<file path="src/rtl/mem_bridge.sv">
// mem_bridge: single-outstanding CPU-to-bus bridge.
// The CPU holds mem_read/mem_write until a one-cycle mem_resp. Each access is
// captured once in IDLE, presented on the bus in REQ, and completed when the bus
// response arrives in WAIT. The RESP cycle is the single mem_resp cycle.
// err is sticky until rst. It is set by a read+write collision, by a stray
// bus_rsp_valid, and (optionally) by a timeout.
// Optional build macro: MEM_BRIDGE_TIMEOUT_EN adds an 8-bit WAIT timeout that
// forces a response after TIMEOUT_CYCLES WAIT cycles.
module mem_bridge #(
   parameter int unsigned TIMEOUT_CYCLES = 255
) (
   input  logic        clk,
   input  logic        rst,
   input  logic        mem_read,
   input  logic        mem_write,
   input  logic [31:0] mem_address,
   input  logic [31:0] mem_wdata,
   input  logic [3:0]  mem_byte_enable,
   output logic [31:0] mem_rdata,
   output logic        mem_resp,
   output logic        bus_req_valid,
   input  logic        bus_req_ready,
   output logic        bus_we,
   output logic [31:0] bus_addr,
   output logic [31:0] bus_wdata,
   output logic [3:0]  bus_wmask,
   input  logic        bus_rsp_valid,
   input  logic [31:0] bus_rdata,
   output logic        err
);

   localparam logic [1:0] ST_IDLE = 2'd0;
   localparam logic [1:0] ST_REQ  = 2'd1;
   localparam logic [1:0] ST_WAIT = 2'd2;
   localparam logic [1:0] ST_RESP = 2'd3;

   // The timeout limit must fit in the 8-bit counter and be non-zero.
   if (TIMEOUT_CYCLES < 1 || TIMEOUT_CYCLES > 255) begin : g_bad_timeout
      $error("mem_bridge: TIMEOUT_CYCLES must be in 1..255");
   end

   logic [1:0]  state_q, state_d;
   logic [31:0] addr_q, addr_d;
   logic [31:0] wdata_q, wdata_d;
   logic [3:0]  be_q, be_d;
   logic        we_q, we_d;
   logic [31:0] rdata_q, rdata_d;
   logic        err_q, err_d;
   logic        timeout_hit;

`ifdef MEM_BRIDGE_TIMEOUT_EN
   localparam logic [7:0] TIMEOUT_LIMIT = 8'(TIMEOUT_CYCLES);

   logic [7:0] cnt_q, cnt_d;

   // A timeout fires in the WAIT cycle whose increment would reach the limit.
   // A response in that same cycle takes priority in the FSM below.
   assign timeout_hit = (state_q == ST_WAIT) && ((cnt_q + 8'd1) == TIMEOUT_LIMIT);

   // WAIT cycle counter: cleared on the REQ->WAIT handshake, counts idle WAIT cycles.
   always_comb begin
      cnt_d = cnt_q;
      if (state_q == ST_REQ && bus_req_ready) begin
         cnt_d = '0;
      end else if (state_q == ST_WAIT && !bus_rsp_valid) begin
         cnt_d = cnt_q + 8'd1;
      end
   end

   // Timeout counter register.
   always_ff @(posedge clk) begin
      if (rst) begin
         cnt_q <= '0;
      end else begin
         cnt_q <= cnt_d;
      end
   end
`else
   assign timeout_hit = 1'b0;
`endif

   // Next-state, capture, read-data and sticky-error logic.
   always_comb begin
      state_d = state_q;
      addr_d  = addr_q;
      wdata_d = wdata_q;
      be_d    = be_q;
      we_d    = we_q;
      rdata_d = rdata_q;
      err_d   = err_q;

      case (state_q)
         ST_IDLE: begin
            if (mem_read ^ mem_write) begin
               addr_d  = {mem_address[31:2], 2'b00};
               wdata_d = mem_wdata;
               be_d    = mem_byte_enable;
               we_d    = mem_write;
               state_d = ST_REQ;
            end else if (mem_read && mem_write) begin
               err_d = 1'b1;
            end
         end
         ST_REQ: begin
            if (bus_req_ready) begin
               state_d = ST_WAIT;
            end
         end
         ST_WAIT: begin
            if (bus_rsp_valid) begin
               if (!we_q) begin
                  rdata_d = bus_rdata;
               end
               state_d = ST_RESP;
            end else if (timeout_hit) begin
               rdata_d = '0;
               err_d   = 1'b1;
               state_d = ST_RESP;
            end
         end
         ST_RESP: begin
            state_d = ST_IDLE;
         end
         default: begin
            state_d = ST_IDLE;
         end
      endcase

      // A response can only be consumed in WAIT; anywhere else it is a protocol error.
      if (bus_rsp_valid && state_q != ST_WAIT) begin
         err_d = 1'b1;
      end
   end

   // State and datapath registers with synchronous reset.
   always_ff @(posedge clk) begin
      if (rst) begin
         state_q <= ST_IDLE;
         addr_q  <= '0;
         wdata_q <= '0;
         be_q    <= '0;
         we_q    <= 1'b0;
         rdata_q <= '0;
         err_q   <= 1'b0;
      end else begin
         state_q <= state_d;
         addr_q  <= addr_d;
         wdata_q <= wdata_d;
         be_q    <= be_d;
         we_q    <= we_d;
         rdata_q <= rdata_d;
         err_q   <= err_d;
      end
   end

   assign mem_rdata     = rdata_q;
   assign mem_resp      = (state_q == ST_RESP);
   assign bus_req_valid = (state_q == ST_REQ);
   assign bus_we        = we_q;
   assign bus_addr      = addr_q;
   assign bus_wdata     = wdata_q;
   assign bus_wmask     = we_q ? be_q : 4'b0000;
   assign err           = err_q;

endmodule

</file>
<file path="config.mk">
export PLATFORM = sky130hd
export DESIGN_NAME = mem_bridge
export DESIGN_NICKNAME = d
export VERILOG_FILES = /design/src/rtl/mem_bridge.sv
export SDC_FILE = /design/constraint.sdc
export NUM_CORES = 1
export LEC_CHECK = 0
export CAP_MARGIN = 20
export CORE_ASPECT_RATIO = 0.9
export CORE_UTILIZATION = 35
export CTS_CLUSTER_SIZE = 10
export DETAILED_ROUTE_END_ITERATION = 7
export PLACE_DENSITY = 0.83
export SLEW_MARGIN = 20
export SYNTH_ARGS = -nofsm -noshare
export SYNTH_HDL_FRONTEND = slang
export SYNTH_SLANG_ARGS = --single-unit
</file>
<file path="constraint.sdc">
create_clock -name clk -period 1.4 [get_ports clk]
set_input_delay 0.14 -clock clk [delete_from_list [all_inputs] [get_ports clk]]
set_output_delay 0.14 -clock clk [all_outputs]
set_load 0.01 [all_outputs]
</file>
==> results.yml <==
timing:
  setup_slack_ps: 32.4
  period_share_pct: 97.7
  hold_slack_ps: 41.6
  hold_viol_final: 0
  layout_min_cycle_time_ps: 1370
  setup_viol: 0
  grt_setup_unrepaired: "true"
  slew_viol_final: 0
  clock.fmax_mhz: 731
  skew_ps: 5.36
  setup_tns_ps: 0
worst_setup_path:
  cpPeakStageDelay_ps: 550
  endpoint_kind: "primary output"
  critPathLaunchType: "flop"
  cpMaxStageDelayCell: "clkdlybuf4s50_1"
  crit_chain: "clkdlybuf4s50_1"
  crit_fanout: 2
  path_buf_inv: 1
  path_delay_family: "buffers and inverters"
  reg2reg_depth: 6
  crit_arrival_ps: 1230
  crit_required_ps: 1260
  worst-path-stages: 1
  crit_type: "flop to primary output"
outcome:
  violations: "DRC"
  status: "finished, violations left"
synthesis:
  ys.flop_type: "dfxtp_1"
  synth-seq-area-share_pct: 53.5
  ys_types: 24
  async_reset_ff_share_pct: 0
  syn_area_per_cell_um2: 8.23
  synth_edf_count: 0
  synth_seq_cells: 102
  netlist_instances: 464
  ys_top_cells_by_count: "nand2_1 (199), dfxtp_1 (102), a21oi_1 (76), a21oi_2 (23), clkbuf_1 (10)"
  synth.most_common_cell: "nand2_1"
  yosysWarnings: 0
  yosys-top-cells-area: "dfxtp_1 (53%), nand2_1 (20%), a21oi_1 (10%), a21oi_2 (5.3%), ha_1 (2.0%)"
  yosysTopAreaCellShare_pct: 53.5
  yosys.area.top_type: "dfxtp_1"
  syn_area_um2: 3820
grt:
  grt_pass1_vias: 3443
  antenna_found_initial: 0
  grt_max_degree: 56
  grt_pass1_wl_um: 16800
  grt_use_total_pct: 18.5
  grt_overflow: 0
job:
  max_cap_viol_count: 0
clock_network:
  cts_htree_levels: 3
  clockBufferDepth: 2
  cts_setup_buffers: 0
  numCtsBuffers: 9
  clock_sinks: 102
  clockRootBuffer: "clkbuf_16"
  path_clk_slew_ps: 70
  clock_latency_ps: 330
  cts_tree: "built"
drt:
  drt_iter0_markers: 153
  post_drt_via_cell_ratio: 4.71
  first_pass_iters: 8
  routed-via-count: 3740
  ant_nets: 0
  drc: 15
  wl_per_cell_um: 13.6
  routed_wirelength_um: 10800
min_path:
  holdPathStages: 2
  hold_path_class: "input pin to flop"
finish:
  nNetsFinal: 772
  nFillCells: 865
  synthToLayoutAreaGrowth_pct: 68.6
  drive_above_1_share_pct: 9.32
  fin_util_pct: 61.8
  diodes: 0
  final_cell_count_no_fill: 794
floorplanning:
  die-area_um2: 11300
  rows: 35
  core_area_um2: 10400
  io_pins: 210
  start_util_pct: 36.7
  die_h_um: 101
  die_w_um: 112
place:
  io_buffers: 205
  hpwl_um: 7580
  dp_cells: 776
  pre_cts_slack_ps: -248
  gp_congestion: 0.784
pwr:
  p_per_area_nw_per_um2: 1520
  irDropWorstVdd_mv: 0.694
  p_leak_uw: 0.00287
==> layout make-up <==
class | count | area [um2] | share of cell area, %
clock buffer | 11 | 233 | 3.61
clock inverter | 5 | 58.8 | 0.913
inverter | 3 | 11.3 | 0.175
multi-input combinational | 325 | 1560 | 24.3
sequential | 102 | 2050 | 31.8
tap | 129 | 161 | 2.51
timing repair buffer | 219 | 2370 | 36.8
==> cell families after synthesis <==
logic type / synth area share [%]
compound gates: 16.0
fa+ha+maj: 1.97
buf+inv: 6.39
flops: 53.5
mux: 0.262
other cells: 0.0982
simple gates: 21.8
==> through the flow <==
step                      total power (uW)  area, um2
after CTS                             9850       6300
after floorplan                       5610       3820
after detailed placement              7370       6010
final                                 9780       6440
after global placement                7240       6010
after global routing                 10400       6440
==> registers in the layout (all words and copies together), names as in the netlist <==
register	cells
be_q	4
err	1
mem_rdata	32
bus_wdata	32
bus_we	1
state_q	2
bus_addr	30
==> layout by cell type, fill, tap and decap left out, types with 2 or more instances in the layout <==
master	netlist	routed
dfxtp_1	102	101
clkbuf_1	10	2
clkinvlp_4	0	2
nand2b_1	4	4
dlymetal6s2s_1	0	33
clkbuf_16	0	11
inv_1	3	2
clkdlybuf4s50_1	0	163
a21oi_1	76	75
a21oi_2	23	24
dlygate4sd2_1	0	6
ha_1	6	4
nand2_1	199	198
nor2_1	2	2
conb_1	1	2
buf_4	8	4
clkbuf_2	0	2
and2_1	5	4
buf_12	0	9
==> metal layers <==
layer | global-route usage, % | wire [um] | part of all wire, %
met4 | 7.38 | 155 | 1.4
met5 | 0 | 0 | 0
met2 | 32.1 | 5320 | 49
met3 | 6.19 | 981 | 9.1
met1 | 21.1 | 4370 | 40
==> worst paths after layout <==
kind	startpoint	to	slack, ps
worst max-delay path	bus_addr[8]	bus_addr[8]	30
worst min-delay path	rst	bus_wdata[2]	40
worst max register to register	state_q[1]	mem_rdata[19]	40
worst min register to register	mem_rdata[9]	mem_rdata[9]	450
==> power by group <==
group	switching [uW]	internal, uW	total [uW]	leakage (uW)
clock network	1050	1390	2440	0.000136
logic	1820	1880	3700	0.00190
registers	246	3390	3640	0.000833
==> repair_timing <==
item	CTS	global route
endpoints found under the hold margin	0	0
cloned	0	2
endpoints found under the setup margin	59	126
resized for setup	13	41
hold buffers	0	0
Note: power is estimated with default switching activity, not from simulation.
